[config.mk]
export PLATFORM = sky130hd
export DESIGN_NAME = module_instruction_fetch
export DESIGN_NICKNAME = d
export VERILOG_FILES = /design/src/rtl/module_instruction_fetch.sv
export SDC_FILE = /design/constraint.sdc
export NUM_CORES = 1
export LEC_CHECK = 0
export CAP_MARGIN = 40
export CORE_UTILIZATION = 45
export DETAILED_ROUTE_END_ITERATION = 10
export GPL_ROUTABILITY_DRIVEN = 0
export PLACE_DENSITY = 0.85
export SLEW_MARGIN = 30
export SYNTH_ARGS = -nofsm -noshare
export SYNTH_HDL_FRONTEND = slang
export SYNTH_SLANG_ARGS = --single-unit
[constraint.sdc]
create_clock -name clock -period 5.6 [get_ports clock]
set_clock_uncertainty 0.2 [all_clocks]
set_input_delay 1.4 -clock clock [delete_from_list [all_inputs] [get_ports clock]]
set_output_delay 1.4 -clock clock [all_outputs]
set_load 0.01 [all_outputs]
[src/rtl/module_instruction_fetch.sv]
// -----------------------------------------------------------------------------
// module_instruction_fetch
//
// Fetch stage sitting directly behind module_program_counter. It captures the
// current PC and issues one read to instruction memory at a time. The returned
// word is then held for the decoder under a valid/ready handshake. While a
// fetch is in progress, fetch_stall holds the PC. A fetch killed by a
// control-flow flush is discarded. A misaligned PC, or a memory that never
// answers, parks the block in a sticky FAULT state until the next flush.
//
// Parameters
//   TIMEOUT_CYCLES  cycles spent in WAIT without a response before FAULT (>= 2)
//   NOP_INSTR       value presented on instr out of reset
//
// Ports
//   clock           rising-edge clock
//   reset           synchronous, active-high reset
//   pc_addr         current PC from module_program_counter
//   flush           redirect pulse, high in the cycle the PC loads a new target
//   mem_req_valid   read request valid (held until mem_req_ready)
//   mem_req_ready   memory accepts the request
//   mem_req_addr    registered, word-aligned fetch address
//   mem_resp_valid  read data valid (no backpressure, honoured only in WAIT)
//   mem_resp_data   returned instruction word
//   instr_valid     instr / instr_addr valid for the decoder
//   instr_ready     decoder consumes the instruction
//   instr           registered fetched instruction
//   instr_addr      registered address of instr
//   fetch_stall     PC must hold its value
//   fetch_fault     sticky fault (misaligned address or response timeout)
// -----------------------------------------------------------------------------
module module_instruction_fetch #(
  parameter int unsigned TIMEOUT_CYCLES = 16,
  parameter logic [31:0] NOP_INSTR      = 32'h0000_0013
) (
  input  logic        clock,
  input  logic        reset,
  input  logic [31:0] pc_addr,
  input  logic        flush,
  output logic        mem_req_valid,
  input  logic        mem_req_ready,
  output logic [31:0] mem_req_addr,
  input  logic        mem_resp_valid,
  input  logic [31:0] mem_resp_data,
  output logic        instr_valid,
  input  logic        instr_ready,
  output logic [31:0] instr,
  output logic [31:0] instr_addr,
  output logic        fetch_stall,
  output logic        fetch_fault
);

  localparam int unsigned TMO_W = $clog2(TIMEOUT_CYCLES + 1);
  localparam logic [TMO_W-1:0] TMO_LAST = TMO_W'(TIMEOUT_CYCLES - 1);

  typedef enum logic [2:0] {
    ST_IDLE  = 3'd0,
    ST_REQ   = 3'd1,
    ST_WAIT  = 3'd2,
    ST_HOLD  = 3'd3,
    ST_FAULT = 3'd4
  } state_t;

  state_t           state, state_next;
  logic [31:0]      fetch_addr, fetch_addr_next;
  logic             kill, kill_next;
  logic [TMO_W-1:0] tmo_cnt, tmo_cnt_next;
  logic             load_instr;
  logic [31:0]      instr_q, instr_addr_q;

  // ---------------------------------------------------------------------------
  // State and datapath registers
  // ---------------------------------------------------------------------------
  // NOTE: sequential state is written with non-blocking assignments only, so
  // every register samples the pre-edge value of every other register.
  always_ff @(posedge clock) begin
    if (reset) begin
      state        <= ST_IDLE;
      fetch_addr   <= '0;
      kill         <= 1'b0;
      tmo_cnt      <= '0;
      // NOTE: the instruction holding registers are reset as well, because
      // instr/instr_addr are visible outputs with defined reset values.
      instr_q      <= NOP_INSTR;
      instr_addr_q <= '0;
    end else begin
      state      <= state_next;
      fetch_addr <= fetch_addr_next;
      kill       <= kill_next;
      tmo_cnt    <= tmo_cnt_next;
      if (load_instr) begin
        instr_q      <= mem_resp_data;
        instr_addr_q <= fetch_addr;
      end
    end
  end

  // ---------------------------------------------------------------------------
  // Next-state logic
  // ---------------------------------------------------------------------------
  // NOTE: every signal assigned here receives a default first, so no path
  // through the case statement can leave a latch behind.
  always_comb begin
    state_next      = state;
    fetch_addr_next = fetch_addr;
    kill_next       = kill;
    tmo_cnt_next    = tmo_cnt;
    load_instr      = 1'b0;

    unique case (state)
      ST_IDLE: begin
        // A flush here means the PC is changing at this edge, so wait a
        // cycle and capture the redirected address instead.
        if (!flush) begin
          fetch_addr_next = pc_addr;
          kill_next       = 1'b0;
          state_next      = (pc_addr[1:0] != 2'b00) ? ST_FAULT : ST_REQ;
        end
      end

      ST_REQ: begin
        // The request stays up even if it has been killed. The response is
        // then dropped in WAIT, which keeps the memory protocol simple.
        if (flush) kill_next = 1'b1;
        if (mem_req_ready) begin
          state_next   = ST_WAIT;
          tmo_cnt_next = '0;
        end
      end

      ST_WAIT: begin
        if (flush) kill_next = 1'b1;
        if (mem_resp_valid) begin
          if (kill || flush) begin
            state_next = ST_IDLE;
          end else begin
            load_instr = 1'b1;
            state_next = ST_HOLD;
          end
        end else begin
          tmo_cnt_next = tmo_cnt + TMO_W'(1);
          // A killed fetch that times out is simply abandoned. Only a live
          // fetch raises the fault.
          if (tmo_cnt == TMO_LAST) begin
            state_next = (kill || flush) ? ST_IDLE : ST_FAULT;
          end
        end
      end

      ST_HOLD: begin
        // flush wins over instr_ready: the held word belongs to the old path.
        if (flush || instr_ready) state_next = ST_IDLE;
      end

      ST_FAULT: begin
        if (flush) state_next = ST_IDLE;
      end

      default: state_next = ST_IDLE;
    endcase
  end

  // ---------------------------------------------------------------------------
  // Outputs
  // ---------------------------------------------------------------------------
  assign mem_req_valid = (state == ST_REQ);
  assign mem_req_addr  = fetch_addr;
  assign instr_valid   = (state == ST_HOLD);
  assign instr         = instr_q;
  assign instr_addr    = instr_addr_q;
  assign fetch_fault   = (state == ST_FAULT);

  // The PC may advance only when the decoder takes the word on the current
  // path. During a flush the redirect source drives the PC, not this stage.
  assign fetch_stall   = ~((state == ST_HOLD) & instr_ready & ~flush);

endmodule

==> impl_metrics.xml <==
<?xml version="1.0" encoding="UTF-8"?>
<metrics>
  <group name="sta">
    <metric name="period_share" unit="">0.798</metric>
    <metric name="max-slew-margin-rel" unit="">0.533</metric>
    <metric name="finalWorstPathRequiredPeriod" unit="ns">4.47</metric>
    <metric name="rsz_0062_raised_after_global_routing" unit="">false</metric>
    <metric name="worst_hold_margin" unit="ns">0.257</metric>
    <metric name="timing.setup.tns" unit="ns">0</metric>
    <metric name="hold_viol" unit="">0</metric>
    <metric name="transition_at_the_pin_with_the_smallest_max_transition_slack" unit="ns">0.700</metric>
    <metric name="fmax" unit="GHz">0.224</metric>
    <metric name="timing.final.setup_violations" unit="">0</metric>
    <metric name="layout_setup_ws" unit="ns">1.13</metric>
    <metric name="max_slew_violation_total_from_the_final_report" unit="">0</metric>
  </group>
  <group name="synthesis">
    <metric name="synth_nets" unit="">569</metric>
    <metric name="synth_cell_type_count" unit="">34</metric>
    <metric name="synth_compound_area_frac" unit="">0.151</metric>
    <metric name="seq_area_frac_synth" unit="">0.542</metric>
    <metric name="synth_xor_xnor_area_share" unit="">0.00226</metric>
    <metric name="synth.cell_area" unit="mm2">0.00388</metric>
    <metric name="synth_fa_ha_area_frac" unit="">0.00645</metric>
    <metric name="postSynthRegisterBits" unit="">105</metric>
    <metric name="share_of_synthesized_area_spent_on_multiplexers" unit="">0</metric>
    <metric name="synth.yosys.warnings" unit="">0</metric>
    <metric name="syn_area_per_cell" unit="um2">7.80</metric>
    <metric name="simple_gate_area_share_of_the_yosys_netlist" unit="">0.252</metric>
    <metric name="synth_cells" unit="">497</metric>
    <metric name="synth_top_family_by_area" unit="">simple AND/OR/NAND/NOR gates</metric>
  </group>
  <group name="setup_path">
    <metric name="timing_worst_setup_path_type" unit="">in -&gt; out</metric>
    <metric name="cp.arrival" unit="ns">2.87</metric>
    <metric name="critical_path_start_type" unit="">primary input</metric>
    <metric name="worst-endpoint-required" unit="ns">4.00</metric>
    <metric name="worst_setup_path_startpoint" unit="">flush</metric>
    <metric name="crit_path_max_fanout" unit="">12</metric>
    <metric name="setup.reg_to_reg.worst_slack" unit="ns">3.06</metric>
    <metric name="regToRegStartpoint" unit="">state[1]</metric>
    <metric name="worstSetupEndpointType" unit="">output port</metric>
  </group>
  <group name="pwr">
    <metric name="sw_frac_of_total" unit="">0.324</metric>
    <metric name="seq_power_share" unit="">0.488</metric>
    <metric name="power.density" unit="mW/mm2">317</metric>
    <metric name="power.share.clock" unit="">0.232</metric>
    <metric name="power.static_leakage" unit="nW">2.00</metric>
    <metric name="power_report.internal_total" unit="mW">1.24</metric>
    <metric name="totalPowerFinal" unit="mW">1.84</metric>
    <metric name="combPwrFrac" unit="">0.280</metric>
    <metric name="p_switching" unit="mW">0.594</metric>
    <metric name="max-vdd-ir-drop" unit="V">0.000186</metric>
  </group>
  <group name="detailed_routing">
    <metric name="post_detailed_routing_wire_length" unit="mm">10.5</metric>
    <metric name="vias_per_cell" unit="">5.11</metric>
    <metric name="avgRoutedWirePerCell" unit="um">13.9</metric>
    <metric name="routed_met1_length" unit="mm">4.16</metric>
    <metric name="top_signal_layer_used" unit="">met4</metric>
    <metric name="route.met2.wl" unit="mm">5.38</metric>
    <metric name="via_count" unit="">3863</metric>
    <metric name="drt_iter0_markers" unit="">190</metric>
    <metric name="drc" unit="">0</metric>
    <metric name="drtPass1Iterations" unit="">4</metric>
    <metric name="ant_nets_after_route" unit="">0</metric>
    <metric name="met3_wirelength" unit="um">707</metric>
  </group>
  <group name="cells_and_area">
    <metric name="most_used_cells_in_the_layout_excluding_fill_and_tap_cells" unit="">194 x sky130_fd_sc_hd__nand2_1, 168 x sky130_fd_sc_hd__clkdlybuf4s50_1, 105 x sky130_fd_sc_hd__dfxtp_1, 102 x sky130_fd_sc_hd__a21oi_1, 11 x sky130_fd_sc_hd__nor2_1</metric>
    <metric name="final_nets" unit="">718</metric>
    <metric name="nFillCells" unit="">685</metric>
    <metric name="fin_cells" unit="">756</metric>
    <metric name="antennaDiodeCount" unit="">0</metric>
    <metric name="synthToLayoutAreaGrowth" unit="%">49.4</metric>
    <metric name="design_area" unit="mm2">0.00579</metric>
    <metric name="drive_above_1_share" unit="">0.0415</metric>
    <metric name="postLayoutCoreUtil" unit="">0.698</metric>
    <metric name="final_common_cell" unit="">sky130_fd_sc_hd__nand2_1</metric>
  </group>
  <group name="clock_tree">
    <metric name="h-tree-depth" unit="">3</metric>
    <metric name="tritoncts_clock_tree" unit="">yes</metric>
    <metric name="clk_path_buf_depth" unit="">2</metric>
    <metric name="post-cts-setup-buffer-count" unit="">0</metric>
    <metric name="number_of_sinks_driven_by_the_clock_tree" unit="">105</metric>
    <metric name="number_of_hold_buffers_added_after_cts" unit="">0</metric>
    <metric name="clock_latency_reported_for_the_late_side_of_the_worst_skew_pair" unit="ns">0.35</metric>
    <metric name="cts_made_buffers" unit="">9</metric>
    <metric name="post_cts_resized" unit="">0</metric>
    <metric name="clk_pin_slew_worst_paths" unit="ns">0.10</metric>
    <metric name="clock_tree.root_cell" unit="">sky130_fd_sc_hd__clkbuf_8</metric>
  </group>
  <group name="floorplanning">
    <metric name="floorplan.initialDensity" unit="">0.467</metric>
    <metric name="fp-row-count" unit="">33</metric>
    <metric name="core_area" unit="mm2">0.00830</metric>
    <metric name="io-pin-count" unit="">170</metric>
    <metric name="die-width" unit="um">94.8</metric>
    <metric name="dieArea" unit="mm2">0.00899</metric>
    <metric name="die_height" unit="um">94.8</metric>
  </group>
  <group name="global_routing">
    <metric name="grtUsageTotal" unit="">0.235</metric>
    <metric name="grt_pass1_wl" unit="mm">16.5</metric>
    <metric name="grt_overflow_total" unit="">0</metric>
    <metric name="initial_antenna_violation_count" unit="">0</metric>
    <metric name="first_global_vias" unit="">3640</metric>
    <metric name="grt_start_max_net_pins" unit="">69</metric>
  </group>
  <group name="run">
    <metric name="max_cap_viols" unit="">0</metric>
  </group>
  <group name="worst_hold_path">
    <metric name="min-delay-path-class" unit="">reg -&gt; reg</metric>
    <metric name="holdCritStartpoint" unit="">instr_addr[29]</metric>
  </group>
  <group name="placement">
    <metric name="port-buffer-count" unit="">169</metric>
    <metric name="dp_worst_setup_slack" unit="ns">1.14</metric>
    <metric name="dp_hpwl" unit="mm">7.30</metric>
    <metric name="place.detailed.instances" unit="">740</metric>
    <metric name="placed_cell_area" unit="mm2">0.00561</metric>
  </group>
  <group name="status">
    <metric name="run_status" unit="">complete, no violations</metric>
  </group>
</metrics>
## cell usage after synthesis
master                      instances  area [um2]
sky130_fd_sc_hd__and3_1             1        6.26
sky130_fd_sc_hd__nand2b_1           3        18.8
sky130_fd_sc_hd__buf_2             13        65.1
sky130_fd_sc_hd__or4bb_1            1        11.3
sky130_fd_sc_hd__xor2_1             1        8.76
sky130_fd_sc_hd__clkbuf_1          23        86.3
sky130_fd_sc_hd__o211a_1            1        10.0
sky130_fd_sc_hd__buf_6              1        11.3
sky130_fd_sc_hd__or4_1              1        7.51
sky130_fd_sc_hd__o31ai_1            1        7.51
sky130_fd_sc_hd__or4b_1             1        10.0
sky130_fd_sc_hd__ha_1               2        25.0
sky130_fd_sc_hd__nor2_1            11        41.3
sky130_fd_sc_hd__nor3_1             5        25.0
sky130_fd_sc_hd__nand2_1          194         728
sky130_fd_sc_hd__nor4b_1            1        8.76
sky130_fd_sc_hd__o21ai_0            4        20.0
sky130_fd_sc_hd__dfxtp_1          105        2100
sky130_fd_sc_hd__or4b_2             1        10.0
sky130_fd_sc_hd__or3b_2             1        8.76
sky130_fd_sc_hd__nor3b_1            2        15.0
sky130_fd_sc_hd__nor4_1             3        18.8
sky130_fd_sc_hd__o2bb2ai_1          1        8.76
sky130_fd_sc_hd__nor4bb_1           1        10.0
sky130_fd_sc_hd__or4_4              1        11.3
sky130_fd_sc_hd__nor2b_1            1        6.26
sky130_fd_sc_hd__or3_1              1        6.26
sky130_fd_sc_hd__a211oi_1           2        15.0
sky130_fd_sc_hd__inv_1              4        15.0
sky130_fd_sc_hd__nand3_1            5        25.0
sky130_fd_sc_hd__and4b_1            1        10.0
sky130_fd_sc_hd__a31oi_1            1        6.26
sky130_fd_sc_hd__a21oi_1          102         510
sky130_fd_sc_hd__a211o_1            1        8.76
## final timing paths
check	to	depth (start not counted)
worst max-delay path	fetch_stall	4
worst min-delay path	instr_addr[29]	2
worst max register to register	state[0]	4
worst min register to register	instr_addr[29]	2
## flip-flops by register name (all words and copies together), names as in the netlist
signal and count:
state 3, kill 1, instr_addr 32, mem_req_addr 32, tmo_cnt 5, instr 32
## cells by family (layout without fill, tap and decap cells)
group,Yosys count,after routing
adder cells (fa/ha/maj),2,2
AO/OA/AOI/OAI,113,113
XOR/XNOR,1,1
flip-flops,105,105
AND/OR/NAND/NOR,235,235
buffers and inverters,41,195
## layer usage
layer,vias to the layer above,GRT usage
met4,0,0.0997
met2,120,0.433
met5,-,0
li1,1921,-
met1,1808,0.250
met3,14,0.0604
## layout make-up
type	instances	area [um2]	area share
sequential	105	2100	0.363
timing repair buffer	175	1750	0.303
multi-input combinational	351	1610	0.278
tap	105	131	0.0227
clock buffer	10	128	0.0220
clock inverter	6	51.3	0.00886
inverter	4	15.0	0.00259
## power by group through the flow
stage               Combinational, mW  Sequential, mW  Clock [mW]
global placement                0.499           0.905           0
global route                    0.562           0.908       0.467
floorplan                       0.248           0.914           0
CTS                             0.519           0.895       0.437
finish                          0.514           0.896       0.426
detailed placement              0.515           0.912           0
## worst max-delay path, stage by stage
cell	delay (ns)
sky130_fd_sc_hd__clkdlybuf4s50_1	0.74
sky130_fd_sc_hd__nor2_1	0.09
sky130_fd_sc_hd__nand3_1	0.09
sky130_fd_sc_hd__clkdlybuf4s50_1	0.54
Note: power is estimated with default switching activity, not from simulation.
